[src/rtl/vram_console_writer_pkg.sv]
// rtl/vram_console_writer_pkg.sv - shared constants, state encoding and cell-offset helper for the console writer
package vram_console_writer_pkg;

  localparam logic [15:0] VRAM_BASE_DEF = 16'h2000;
  localparam int          COLS_DEF      = 80;
  localparam int          ROWS_DEF      = 30;
  localparam logic [7:0]  BLANK_DEF     = 8'h20;

  localparam logic [7:0]  ASCII_BS = 8'h08;
  localparam logic [7:0]  ASCII_LF = 8'h0A;
  localparam logic [7:0]  ASCII_CR = 8'h0D;

  typedef enum logic [1:0] {
    ST_IDLE        = 2'd0,
    ST_PUT         = 2'd1,
    ST_FILL_LINE   = 2'd2,
    ST_FILL_SCREEN = 2'd3
  } state_t;

  // row*80 + col as a shift-add; fits in 12 bits for every legal cursor
  function automatic logic [11:0] cell_offset(input logic [4:0] row, input logic [6:0] col);
    return {1'b0, row, 6'b0} + {3'b0, row, 4'b0} + {5'b0, col};
  endfunction

  function automatic logic is_printable(input logic [7:0] c);
    return (c >= 8'h20) && (c <= 8'h7E);
  endfunction

endpackage

[src/rtl/vram_console_writer.sv]
// rtl/vram_console_writer.sv - terminal-style byte stream to text VRAM writer with cursor and line/screen fills
module vram_console_writer
  import vram_console_writer_pkg::*;
#(
  parameter logic [15:0] VRAM_BASE = VRAM_BASE_DEF,
  parameter int          COLS      = COLS_DEF,
  parameter int          ROWS      = ROWS_DEF,
  parameter logic [7:0]  BLANK     = BLANK_DEF
) (
  input  logic        clk,
  input  logic        rst,
  input  logic [7:0]  char_in,
  input  logic        char_valid,
  output logic        char_ready,
  input  logic        clear,
  output logic [15:0] vram_addr,
  output logic [7:0]  vram_dout,
  output logic        vram_w_en,
  output logic [6:0]  cursor_col,
  output logic [4:0]  cursor_row,
  output logic        busy
);

  state_t      state_q, state_d;
  logic [6:0]  col_q, col_d;
  logic [4:0]  row_q, row_d;
  logic [11:0] cnt_q, cnt_d;
  logic        wrap_q, wrap_d;
  logic        w_en_d;
  logic [15:0] addr_d;
  logic [7:0]  dout_d;
  logic [4:0]  row_next;

  assign char_ready = (state_q == ST_IDLE) && !clear;
  assign busy       = (state_q != ST_IDLE);
  assign cursor_col = col_q;
  assign cursor_row = row_q;

  // no scrolling: advancing past the last row wraps back to the top
  assign row_next = (row_q == 5'(ROWS - 1)) ? 5'd0 : row_q + 5'd1;

  // state, cursor, fill counter and registered write port
  always_ff @(posedge clk or posedge rst) begin
    if (rst) begin
      state_q   <= ST_IDLE;
      col_q     <= '0;
      row_q     <= '0;
      cnt_q     <= '0;
      wrap_q    <= 1'b0;
      vram_w_en <= 1'b0;
      vram_addr <= VRAM_BASE;
      vram_dout <= BLANK;
    end else begin
      state_q   <= state_d;
      col_q     <= col_d;
      row_q     <= row_d;
      cnt_q     <= cnt_d;
      wrap_q    <= wrap_d;
      vram_w_en <= w_en_d;
      vram_addr <= addr_d;
      vram_dout <= dout_d;
    end
  end

  // next-state, cursor update and the write issued in the following cycle
  always_comb begin
    state_d = state_q;
    col_d   = col_q;
    row_d   = row_q;
    cnt_d   = cnt_q;
    wrap_d  = wrap_q;
    w_en_d  = 1'b0;
    addr_d  = vram_addr;
    dout_d  = vram_dout;
    case (state_q)
      ST_IDLE: begin
        if (clear) begin
          state_d = ST_FILL_SCREEN;
          w_en_d  = 1'b1;
          addr_d  = VRAM_BASE;
          dout_d  = BLANK;
          cnt_d   = 12'd1;
        end else if (char_valid) begin
          if (is_printable(char_in)) begin
            state_d = ST_PUT;
            w_en_d  = 1'b1;
            addr_d  = VRAM_BASE + {4'b0, cell_offset(row_q, col_q)};
            dout_d  = char_in;
            if (col_q == 7'(COLS - 1)) begin
              col_d  = '0;
              row_d  = row_next;
              wrap_d = 1'b1;
            end else begin
              col_d  = col_q + 7'd1;
              wrap_d = 1'b0;
            end
          end else if (char_in == ASCII_LF) begin
            state_d = ST_FILL_LINE;
            row_d   = row_next;
            w_en_d  = 1'b1;
            addr_d  = VRAM_BASE + {4'b0, cell_offset(row_next, 7'd0)};
            dout_d  = BLANK;
            cnt_d   = 12'd1;
          end else if (char_in == ASCII_CR) begin
            col_d = '0;
          end else if ((char_in == ASCII_BS) && (col_q != 7'd0)) begin
            state_d = ST_PUT;
            col_d   = col_q - 7'd1;
            wrap_d  = 1'b0;
            w_en_d  = 1'b1;
            addr_d  = VRAM_BASE + {4'b0, cell_offset(row_q, col_q - 7'd1)};
            dout_d  = BLANK;
          end
        end
      end
      ST_PUT: begin
        if (wrap_q) begin
          // row was already advanced on acceptance; blank it starting at column 0
          state_d = ST_FILL_LINE;
          wrap_d  = 1'b0;
          w_en_d  = 1'b1;
          addr_d  = VRAM_BASE + {4'b0, cell_offset(row_q, 7'd0)};
          dout_d  = BLANK;
          cnt_d   = 12'd1;
        end else begin
          state_d = ST_IDLE;
        end
      end
      ST_FILL_LINE: begin
        if (cnt_q == 12'(COLS)) begin
          state_d = ST_IDLE;
        end else begin
          w_en_d = 1'b1;
          addr_d = VRAM_BASE + {4'b0, cell_offset(row_q, cnt_q[6:0])};
          cnt_d  = cnt_q + 12'd1;
        end
      end
      ST_FILL_SCREEN: begin
        if (cnt_q == 12'(COLS * ROWS)) begin
          state_d = ST_IDLE;
          col_d   = '0;
          row_d   = '0;
        end else begin
          w_en_d = 1'b1;
          addr_d = VRAM_BASE + {4'b0, cnt_q};
          cnt_d  = cnt_q + 12'd1;
        end
      end
      default: state_d = ST_IDLE;
    endcase
  end

endmodule

[config.mk]
export PLATFORM = sky130hd
export DESIGN_NAME = vram_console_writer
export DESIGN_NICKNAME = d
export VERILOG_FILES = /design/src/rtl/vram_console_writer_pkg.sv /design/src/rtl/vram_console_writer.sv
export SDC_FILE = /design/constraint.sdc
export NUM_CORES = 1
export LEC_CHECK = 0
export ABC_AREA = 1
export CAP_MARGIN = 20
export CORE_ASPECT_RATIO = 0.8
export CORE_MARGIN = 5
export CORE_UTILIZATION = 45
export DETAILED_ROUTE_END_ITERATION = 6
export PLACE_DENSITY = 0.75
export SLEW_MARGIN = 5
export SYNTH_ARGS = -nofsm -noshare
export SYNTH_HDL_FRONTEND = slang
export SYNTH_SLANG_ARGS = --single-unit
[constraint.sdc]
create_clock -name clk -period 5 [get_ports clk]
set_input_delay 1 -clock clk [delete_from_list [all_inputs] [get_ports clk]]
set_output_delay 1 -clock clk [all_outputs]
set_load 0.1 [all_outputs]
* Word-level counts from Yosys, hierarchy flattened *
Cells that the tools add are included.

word-level totals
  flip-flop bits (word level) = 52
  input bits = 12
  output and inout port bits = 39
  word-level logic and storage cells = 140

operators by class
  add/subtract/negate cells = 15
  $lt $le $gt $ge = 2
  equality and inequality tests = 28
  multiplexer cells = 71
  reduce and logical (&&, ||, !) cells = 16

operators by type and width
  kind                                                                                 number
  16-bit two-way mux                                                                   9
  14-bit by 12-bit adder with 15-bit output, first input constant                      6
  12-bit two-way mux                                                                   7
  16-bit one-hot mux with 4 select lines                                               1
  7-bit two-way mux                                                                    8
  8-bit two-way mux                                                                    7
  12-bit one-hot mux with 4 select lines                                               1
  12-bit by 7-bit adder with 12-bit output                                             3
  5-bit two-way mux                                                                    7
  6-bit AND reduction                                                                  5
  11-bit by 9-bit adder with 12-bit output                                             2
  8-bit by 4-bit equality test with 1-bit output, second input constant                3
  2-bit two-way mux                                                                    9
  1-bit two-way mux                                                                    16
  8-bit one-hot mux with 2 select lines                                                1
  2-bit != test, second input constant                                                 7
  7-bit one-hot mux with 2 select lines                                                1
  12-bit by 1-bit adder with 12-bit output, second input constant                      1
  12-bit equality test, second input constant                                          1
  12-bit by 7-bit equality test with 1-bit output, second input constant               1
  3-bit != test, second input constant                                                 4
  5-bit one-hot mux with 2 select lines                                                1
  5-bit AND reduction                                                                  2
  8-bit by 6-bit greater-or-equal comparator with 1-bit output, second input constant  1
  21 further kinds                                                                     28

* Depth between registers and ports, before layout *
Gate-level depths: netlist of the first run.

  depth in word-level cells = 10
  gate-level depth with buffers = 19
  gate-level depth less buffers = 18

* Worst setup path before layout of the first run *
Ideal clock, no wire load.

  kind = register to register
  from = register row_q[1], in the netlist cursor_row[1]
  to = register vram_addr[10]
  setup time = 0.123 ns
  data arrival time = 3.317 ns
  data required time = 4.877 ns
  path slack = 1.560 ns
  stages on the path, launching flop included = 17
  path buffers = 0
  period minus slack after synthesis = 3.440 ns
  cell sequence = dfrtp_1 inv_1 ha_1 nand4_1 inv_1 nor3b_1 ha_1 inv_1 fa_1 o21ai_0 nand2_1 nand2_1 nand3_1 nand2_1 nand2_1 nand2_1 a21oi_1

between the ends
  word-level cells in the longest chain between the ends = 10
  elaborated cells on any way between the ends = 22
  classes of those cells = 11 x add/sub; 1 x eq/ne; 10 x mux

RTL lines
  element                                    RTL line                       source
  start, declared                            vram_console_writer.sv:26      logic [4:0] row_q, row_d;
  start signal, assigned                     vram_console_writer.sv:56      row_q <= row_d;
  11-bit by 9-bit adder with 12-bit output   vram_console_writer_pkg.sv:22  return {1'b0, row, 6'b0} + {3'b0, row, 4'b0} + {5'b0, col};
  12-bit by 7-bit adder with 12-bit output   vram_console_writer_pkg.sv:22
  14-bit by 12-bit adder with 15-bit output  vram_console_writer.sv:111     addr_d = VRAM_BASE + {4'b0, cell_offset(row_q, col_q - 7'd1)};
  16-bit two-way mux                         vram_console_writer.sv:106     end else if ((char_in == ASCII_BS) && (col_q != 7'd0)) begin
  16-bit two-way mux                         vram_console_writer.sv:104     end else if (char_in == ASCII_CR) begin
  16-bit two-way mux                         vram_console_writer.sv:97      end else if (char_in == ASCII_LF) begin
  16-bit two-way mux                         vram_console_writer.sv:84      if (is_printable(char_in)) begin
  16-bit two-way mux                         vram_console_writer.sv:83      end else if (char_valid) begin
  16-bit two-way mux                         vram_console_writer.sv:77      if (clear) begin
  16-bit one-hot mux with 4 select lines *   vram_console_writer.sv:75      case (state_q)
  end signal, assigned                       vram_console_writer.sv:60      vram_addr <= addr_d;
  end, declared                              vram_console_writer.sv:16      output logic [15:0] vram_addr,

Mark *: on every way between the ends. The rest lies on a longest branch, timed or not. The select of a mux whose other input is x is not followed.
A chain may end at the register's enable or synchronous reset.

* Final worst setup path of the first run *
  from = register state_q[1]
  to = output port busy

between the ends
  word-level cells in the longest chain between the ends = 1

RTL lines
  element                 RTL line                   source
  start, declared         vram_console_writer.sv:24  state_t state_q, state_d;
  start signal, assigned  vram_console_writer.sv:54  state_q <= state_d;
  2-bit nonzero test      vram_console_writer.sv:35  assign busy = (state_q != ST_IDLE);
  end, declared           vram_console_writer.sv:21  output logic busy

No other way between the ends.

==> impl_metrics.json, run 1 <==
{
  "die_w_um": 118.5,
  "die_y_um": 96.76,
  "clock_sinks": 48,
  "drt-total-wl_um": 11930,
  "cts_hold_buf": 0,
  "cts_tree": "done",
  "hold_path.class": "flop to flop",
  "cap_viol_max_count": 0,
  "share_seq_of_total_power_pct": 21.2,
  "fin_setup_tns_ns": 0,
  "vias": 4082,
  "ys_warn_count": 0,
  "synth_top_area_cell": "dfrtp_1",
  "ys.flop_type": "dfrtp_1",
  "root_buffer": "clkbuf_16",
  "clockPowerShare_pct": 12.6,
  "combPwrFrac_pct": 66.3,
  "crit_type": "flop to primary output",
  "grt_pass1_vias": 3897,
  "p_int_mw": 1.524,
  "vias_per_cell": 5.428,
  "core_sq_um": 9115,
  "portBuffers": 46,
  "gp_congestion": 0.9148,
  "rsz0062_at_grt": "false",
  "areaGrowthSynthToFinish_pct": 16.02,
  "clk_pin_slew_worst_paths_ns": 0.07,
  "clock_skew_ns": 0.006147,
  "status": "finished, final reports clean",
  "seq_area_sq_um": 1202,
  "p_leak_nw": 2.368,
  "clk_path_buf_depth": 2,
  "layout-drive-gt1-share_pct": 9.262,
  "synth-seq-cells": 48,
  "max-vdd-ir-drop_v": 0.0005297,
  "slew_viol_final": 0,
  "p_per_area_nw_per_um2": 737.6,
  "max_freq_mhz": 289.9,
  "ant_nets": 0,
  "num-fill-cells": 868,
  "dieArea_sq_um": 11460,
  "multi_input_area_sq_um": 2596,
  "cts_made_buffers": 5,
  "clkLatencyLatePin_ns": 0.30,
  "period_minus_slack_ns": 3.449,
  "ys_seq_area_share_pct": 28.40,
  "first_iter_violations": 458,
  "power.total_mw": 3.623,
  "drt_first_pass_iters": 6,
  "row_count": 31,
  "synth_area_sq_um": 4234,
  "synth_edf_count": 0,
  "cts.repair.resized": 0,
  "grt.overflow.total": 0,
  "drc": 0,
  "grt_usage_pct": 20.73,
  "netlist.area_leader.share_pct": 27.78,
  "ys_types": 47,
  "avgSynthCellArea_sq_um": 7.057,
  "swShare_pct": 57.94,
  "period_share_pct": 68.99,
  "worstMarginPinSlew_ns": 1.033,
  "post_cts_buffers": 0,
  "layout_common_cells": "nand2_1, inv_1, nand3_1",
  "antenna_found_initial": 0,
  "hold_violations": 0,
  "synth_area_leaders": "dfrtp_1, nand2_1, nand3_1",
  "antenna_cells": 0,
  "hpwl_um": 8963,
  "slew_headroom_pct": 30.90,
  "cp_data_required_time_ns": 4.00,
  "syn_inst": 600,
  "final_common_cell": "nand2_1",
  "crit_fanout": 12,
  "setup-violations-final": 0,
  "nNetsFinal": 675,
  "start_util_pct": 46.45,
  "grt_max_degree": 49,
  "h-tree-depth": 2,
  "grt_pass1_wl_um": 19840,
  "ios": 51,
  "wire_per_inst_um": 15.86,
  "p_switching_mw": 2.099,
  "arrival_ns": 2.45,
  "end_kind": "primary output",
  "synth_async_sr_flop_share_pct": 100.0,
  "start_kind": "flop"
}
metal layers:
layer	GRT usage, %	wire length (um)	share of wire (%)
met1	30.46	5670	48
met2	31.78	5231	44
met3	4.140	933	7.8
met4	4.010	94	0.79
met5	0	0	0
cells by family (layout without fill, tap and decap cells):
family | after synthesis | count (layout) | synth area share, %
AO/OA/AOI/OAI | 86 | 86 | 13.15
buffers and inverters | 94 | 129 | 10.46
flip-flops | 48 | 48 | 28.40
AND/OR/NAND/NOR | 321 | 321 | 34.40
adder cells (fa/ha/maj) | 27 | 27 | 8.865
XOR/XNOR | 22 | 22 | 4.551
other | 2 | 4 | 0.1774
final cells by class:
| cell class | count | area share, % |
|---|---|---|
| clock inverter | 3 | 1.401 |
| multi-input combinational | 460 | 52.85 |
| clock buffer | 5 | 2.547 |
| inverter | 72 | 5.756 |
| sequential | 48 | 24.48 |
| tap | 115 | 2.929 |
| timing repair buffer | 49 | 10.04 |
metrics by stage:
step	hold WS [ns]	utilization (%)	instances	area (sq um)	setup slack, ns
after global routing	0.5221	53.89	752	4912	1.457
after CTS	0.4854	53.67	751	4892	1.564
after detailed placement	0.4711	51.54	743	4698	1.770
after floorplan	0.4769	-	602	4242	1.560
final	0.4879	53.89	752	4912	1.551
after global placement	0.4665	51.54	743	4698	1.793
sequential cells by signal, summed over array words and instances, names as in the netlist:
name        flops
wrap_q          1
cnt_q          12
vram_w_en       1
cursor_col      7
cursor_row      5
vram_addr      12
vram_dout       8
state_q         2
worst paths after layout:
kind	end	depth (start not counted)	startpoint	slack, ns
worst max-delay path	busy	3	state_q[1]	1.55
worst min-delay path	vram_dout[7]	1	vram_dout[7]	0.49
worst max register to register	vram_addr[10]	16	cursor_row[1]	1.82
worst min register to register	vram_dout[7]	1	vram_dout[7]	0.49
max in group asynchronous	cursor_row[3]	3	rst	3.48
min in group asynchronous	vram_addr[0]	2	rst	1.02
power by group through the flow:
stage	combinational [mW]	sequential, mW	clock, mW
after floorplan	1.16	1.44	0
after global placement	2.34	0.762	0
after detailed placement	2.37	0.770	0
after CTS	2.38	0.764	0.457
after global routing	2.61	0.795	0.475
final	2.40	0.767	0.455
critical path, cell delays in order, from the launching register on:
cell,delay [ns]
dfrtp_1,0.68
inv_6,0.14
nand2_4,0.15
clkdlybuf4s50_1,1.16
cell usage after synthesis (all sizes together) (2+ instances only):
library cell,instances
a21oi,16
a221oi,3
buf,18
clkbuf,4
conb,2
dfrtp,47
fa,5
ha,22
inv,72
nand2,169
nand3,66
nand3b,4
nand4,13
nor2,52
nor3,10
nor4,2
o2111ai,2
o211ai,4
o21ai,54
o22ai,3
or2,3
xnor2,6
xor2,16
Note: power is estimated with default switching activity, not from simulation.
==> run 2, diff against run 1 <==
- PLACE_DENSITY: 0.75 -> 0.77
- clock period: 5 -> 2.9 ns (I/O delays scaled with it)
==> impl_metrics.json, run 2 (synthesized netlist as in run 1, its figures left out) <==
{
  "crit_fanout": 6,
  "crit_type": "flop to flop",
  "drt_first_pass_iters": 5,
  "cp_data_required_time_ns": 3.09,
  "h-tree-depth": 2,
  "max-vdd-ir-drop_v": 0.001012,
  "rsz0062_at_grt": "false",
  "layout-drive-gt1-share_pct": 16.43,
  "vias": 4187,
  "grt.overflow.total": 0,
  "clk_path_buf_depth": 2,
  "p_leak_nw": 2.451,
  "clk_pin_slew_worst_paths_ns": 0.07,
  "clock_sinks": 48,
  "die_y_um": 96.76,
  "layout_common_cells": "nand2_1, inv_1, nand3_1",
  "nNetsFinal": 683,
  "hold_path.class": "flop to flop",
  "ios": 51,
  "worstReg2RegStart": "cursor_col[4]",
  "grt_pass1_vias": 3975,
  "final_common_cell": "nand2_1",
  "portBuffers": 46,
  "areaGrowthSynthToFinish_pct": 15.90,
  "crit_start": "cursor_col[4]",
  "post_cts_buffers": 0,
  "start_util_pct": 46.45,
  "slew_headroom_pct": 60.99,
  "end_kind": "flop",
  "ant_nets": 0,
  "place_area_sq_um": 4711,
  "grt_pass1_wl_um": 19380,
  "slew_viol_final": 0,
  "fin_setup_tns_ns": 0,
  "reg2reg_depth": 15,
  "period_minus_slack_ns": 2.716,
  "final_area_sq_um": 4907,
  "clkLatencyLatePin_ns": 0.30,
  "cts_tree": "done",
  "wire_per_inst_um": 15.24,
  "p_per_area_nw_per_um2": 1264,
  "reg_top3": "cnt_q (12), vram_addr (12), vram_dout (8)",
  "hold_violations": 0,
  "gp_congestion": 0.9415,
  "hpwl_um": 8848,
  "arrival_ns": 2.90,
  "worst-r2r-setup-slack_ns": 0.18,
  "dieArea_sq_um": 11460,
  "first_iter_violations": 464,
  "antenna_found_initial": 0,
  "start_kind": "flop",
  "root_buffer": "clkbuf_16",
  "cts_made_buffers": 5,
  "hold_start": "vram_dout[7]",
  "dp.cells": 752,
  "cts_hold_buf": 0,
  "period_share_pct": 93.66,
  "holdPathEnd": "vram_dout[7]",
  "layout_setup_ws_ns": 0.1837,
  "die_w_um": 118.5,
  "cap_viol_max_count": 0,
  "holdPathStages": 1,
  "power.total_mw": 6.202,
  "setup-violations-final": 0,
  "status": "finished, final reports clean",
  "grt_usage_pct": 20.14,
  "final-instance-count-excl-fill": 760,
  "row_count": 31,
  "vias_per_cell": 5.509,
  "preCtsSetupSlack_ns": 0.2356,
  "core_sq_um": 9115,
  "drt-total-wl_um": 11580,
  "clock_skew_ns": 0.01029,
  "worstMarginPinSlew_ns": 0.5807,
  "r2r-end": "vram_addr[7]",
  "max_freq_mhz": 368.2,
  "antenna_cells": 0,
  "drc": 0,
  "grt_max_degree": 49
}
-- run 2: worst max path at each step --
stage                               end  slack, ns  depth (start not counted)
after floorplan           vram_addr[10]      -0.11                         16
after global placement    vram_addr[10]       0.35                         15
after detailed placement  vram_addr[10]       0.24                         16
after CTS                 vram_addr[10]       0.22                         16
after global routing       vram_addr[7]       0.01                         15
final                      vram_addr[7]       0.18                         15
-- run 2: critical path, cell delays in order (launching register included) --
cell and delay, ns:
dfrtp_1 0.46, inv_1 0.14, nand2_1 0.08, nor2_1 0.15, nand2_1 0.08, xor2_1 0.23
ha_1 0.31, nand2_1 0.08, nand2_1 0.05, nor2_1 0.28, xor2_1 0.20, nor2_1 0.06
o21ai_0 0.26, nand2_1 0.10, nand2_1 0.06, nand2_1 0.04
-- run 2: final cells by class --
type | count | area, sq um
multi-input cells | 460 | 2599
inverters | 72 | 282.8
flip-flops and latches | 48 | 1207
clock inverters | 3 | 68.82
fillers | 851 | 4208
clock buffers | 5 | 125.1
well taps | 115 | 143.9
repair buffers | 57 | 480.5
-- run 2: what timing repair did --
action,CTS,global route
gates resized for setup,0,2
hold endpoints to repair,0,0
setup endpoints to repair,0,2
-- run 2: power by group --
group | switching [mW] | internal, mW
Combinational | 2.97 | 1.18
Sequential | 0.319 | 0.956
Clock | 0.284 | 0.498
-- run 2: routing by layer --
| layer | global-route usage [%] | wire, um |
|---|---|---|
| met1 | 28.72 | 5353 |
| met2 | 30.65 | 5130 |
| met3 | 4.023 | 783 |
| met4 | 6.452 | 315 |
| met5 | 0 | 0 |
-- run 2: metrics by stage --
stage | util (%) | hold slack [ns]
floorplan | - | 0.4769
CTS | 53.81 | 0.4886
global placement | 51.68 | 0.4654
global route | 53.84 | 0.5134
detailed placement | 51.68 | 0.4709
finish | 53.84 | 0.4885
==> edit (flow settings as in run 2) <==
Encoding of `state_t`: now one-hot (4 bits for 4 states).
--- a/src/rtl/vram_console_writer_pkg.sv
+++ b/src/rtl/vram_console_writer_pkg.sv
@@ -12,7 +12,7 @@
 
-  typedef enum logic [1:0] {
-    ST_IDLE        = 2'd0,
-    ST_PUT         = 2'd1,
-    ST_FILL_LINE   = 2'd2,
-    ST_FILL_SCREEN = 2'd3
+  typedef enum logic [3:0] {
+    ST_IDLE        = 4'b0001,
+    ST_PUT         = 4'b0010,
+    ST_FILL_LINE   = 4'b0100,
+    ST_FILL_SCREEN = 4'b1000
   } state_t;
Function: no difference found for any inputs over 4 cycles, from zero or initial values and one cycle with rst high; so few cycles prove little.
==> edit against run 2 <==
Worst setup slack improved by 0.011 ns; count of clock-buffer cells in the layout is 1 higher; synthesized area decreased by 1.8%; global-route usage up 1.2 points; die area fell by 1.6%; wire length up 2.4%; sequential cell count increased by 2; largest cell class unchanged; cell area is 0.20% higher; sequential share of layout area up 1.1 points.
Power is left out: the tool's default activity adds up to more than one toggle a clock period on the data nets, which glitch-free logic cannot reach.
==> edit: results (changes against run 2) <==
| Metric | Value |
|---|---|
| Status | `finished clean` |
| Largest net degree at the start of global routing | `51 (+4.1%)` |
| Fin Clk Skew | `0.006995 ns (-0.003297 ns)` |
| Synthesized instance count | `608 (+1.3%)` |
| End of the worst hold path | `cnt_q[10]` |
| Placed Instances | `770 (+2.4%)` |
| Library cells used by synthesis | `47 (unchanged)` |
| Hold path depth | `2 (+1)` |
| Synth Warn # | `0 (unchanged)` |
| Top cells by count, synth | `151 x nand2_1, 76 x inv_1, 61 x nand3_1, 58 x nor2_1, 48 x dfrtp_1` |
| Detailed Route Iter0 Violations | `380 (-18%)` |
| RR Startpoint | `cursor_col[1]` |
| Resized cells post-CTS | `0 (unchanged)` |
| Worst min-delay path class | `reg -> reg` |
| Top Registers | `cnt_q (12), vram_addr (12), vram_dout (8)` |
| Vias after detailed routing | `4,278 (+2.2%)` |
| H-Tree Depth | `2 (unchanged)` |
| Filler cells | `862 (+1.3%)` |
| Total GRT Usage | `21.36% (+1.2 points)` |
| Seq/Total Area, Yosys | `30.15% (+1.8 points)` |
| CP Max Fanout | `7 (+1)` |
| Hpwl dp | `9270 um (+4.8%)` |
| Setup Buffers After CTS | `0 (unchanged)` |
| Fin nets | `701 (+2.6%)` |
| Root buf cell | `clkbuf_16` |
| First-pass GRT wire length | `19,890 um (+2.6%)` |
| Synth top area cells | `dfrtp_1 29%, nand2_1 14%, nand3_1 7.3%, inv_1 6.9%, ha_1 6.6%` |
| Gpl congestion | `0.9574 (+1.7%)` |
| First drt pass iteration count | `5 (unchanged)` |
| Vias in the first global route | `4,071 (+2.4%)` |
| Hold Startpoint | `cnt_q[10]` |
| Reg-to-Reg End | `vram_addr[8]` |
| Drt wl/cell | `15.24 um (about the same)` |
| Slew HR | `39.87% (-21 points)` |
| Non-Filler Instances | `778 (+2.4%)` |
| Worst path arrival time | `2.95 ns (+0.05 ns)` |
| R2r worst-path depth | `15 (unchanged)` |
| Layout cells sized above 1 | `16.44% (about the same)` |
[edit: changes by cell type after synthesis, moves of 6 or more]
cell,delta
nand2_1,-12
buf_6,-6
o21ai_2,-7
o21ai_0,-11
nor2_1,+14
a21oi_1,+15
o21ai_1,+8
inv_1,+11
o22ai_1,+9
[edit: metrics by stage]
stage / setup slack, ns / hold slack, ns / cell area [sq um] / util, %
after detailed placement: 0.07437 / 0.4604 / 4726 / 52.29
after global routing: 0.0006797 / 0.5148 / 4917 / 54.41
after CTS: 0.05697 / 0.4786 / 4892 / 54.13
final: 0.1943 / 0.4759 / 4917 / 54.41
after global placement: 0.1809 / 0.4541 / 4726 / 52.29
after floorplan: 0.003406 / 0.4419 / 4183 / -
[edit: kinds of logic after synthesis]
logic type / synth area share (%)
and+or+nand+nor: 34.58
AOI/OAI and AO/OA: 13.75
buffers and inverters: 9.780
DFF: 30.15
adders and majority gates: 9.028
xor gates and xnor gates: 2.528
other: 0.1806
[edit: how the worst max path moves through the flow]
stage / from / endpoint / depth (start not counted)
finish: cursor_col[1] / vram_addr[8] / 15
detailed placement: cursor_row[1] / vram_addr[10] / 14
CTS: cursor_row[1] / vram_addr[10] / 14
floorplan: cursor_row[3] / vram_addr[10] / 15
global route: cursor_row[1] / vram_addr[10] / 14
global placement: cursor_row[1] / vram_addr[10] / 14
[edit: final cells by class]
cell class                 count  area (sq um)  share of cell area [%]
inverter                      84         315.3                   6.412
clock buffer                   6         128.9                   2.621
tap                          115         143.9                   2.926
timing repair buffer          60         490.5                   9.975
clock inverter                 2         37.54                  0.7634
multi-input combinational    461          2537                   51.60
sequential                    50          1264                   25.70
[edit: critical path: stages, from the launching register on]
cell and delay [ns]:
dfrtp_2 0.43, inv_2 0.13, ha_1 0.24, nand2_1 0.10, xor2_1 0.15, inv_1 0.07
ha_1 0.21, fa_1 0.38, nand2_1 0.10, nand2_1 0.10, nand2_1 0.09, xor2_1 0.14
o21ai_0 0.09, nor3_1 0.22, o21ai_1 0.13, nand2_1 0.07
[edit: routing by layer]
layer	GRT usage (%)	part of all wire [%]	vias to the layer above
met5	0	0	-
met4	5.062	0.98	0
met3	3.819	7.1	19
met2	34.84	44	168
met1	29.79	48	1988
li1	-	-	2103
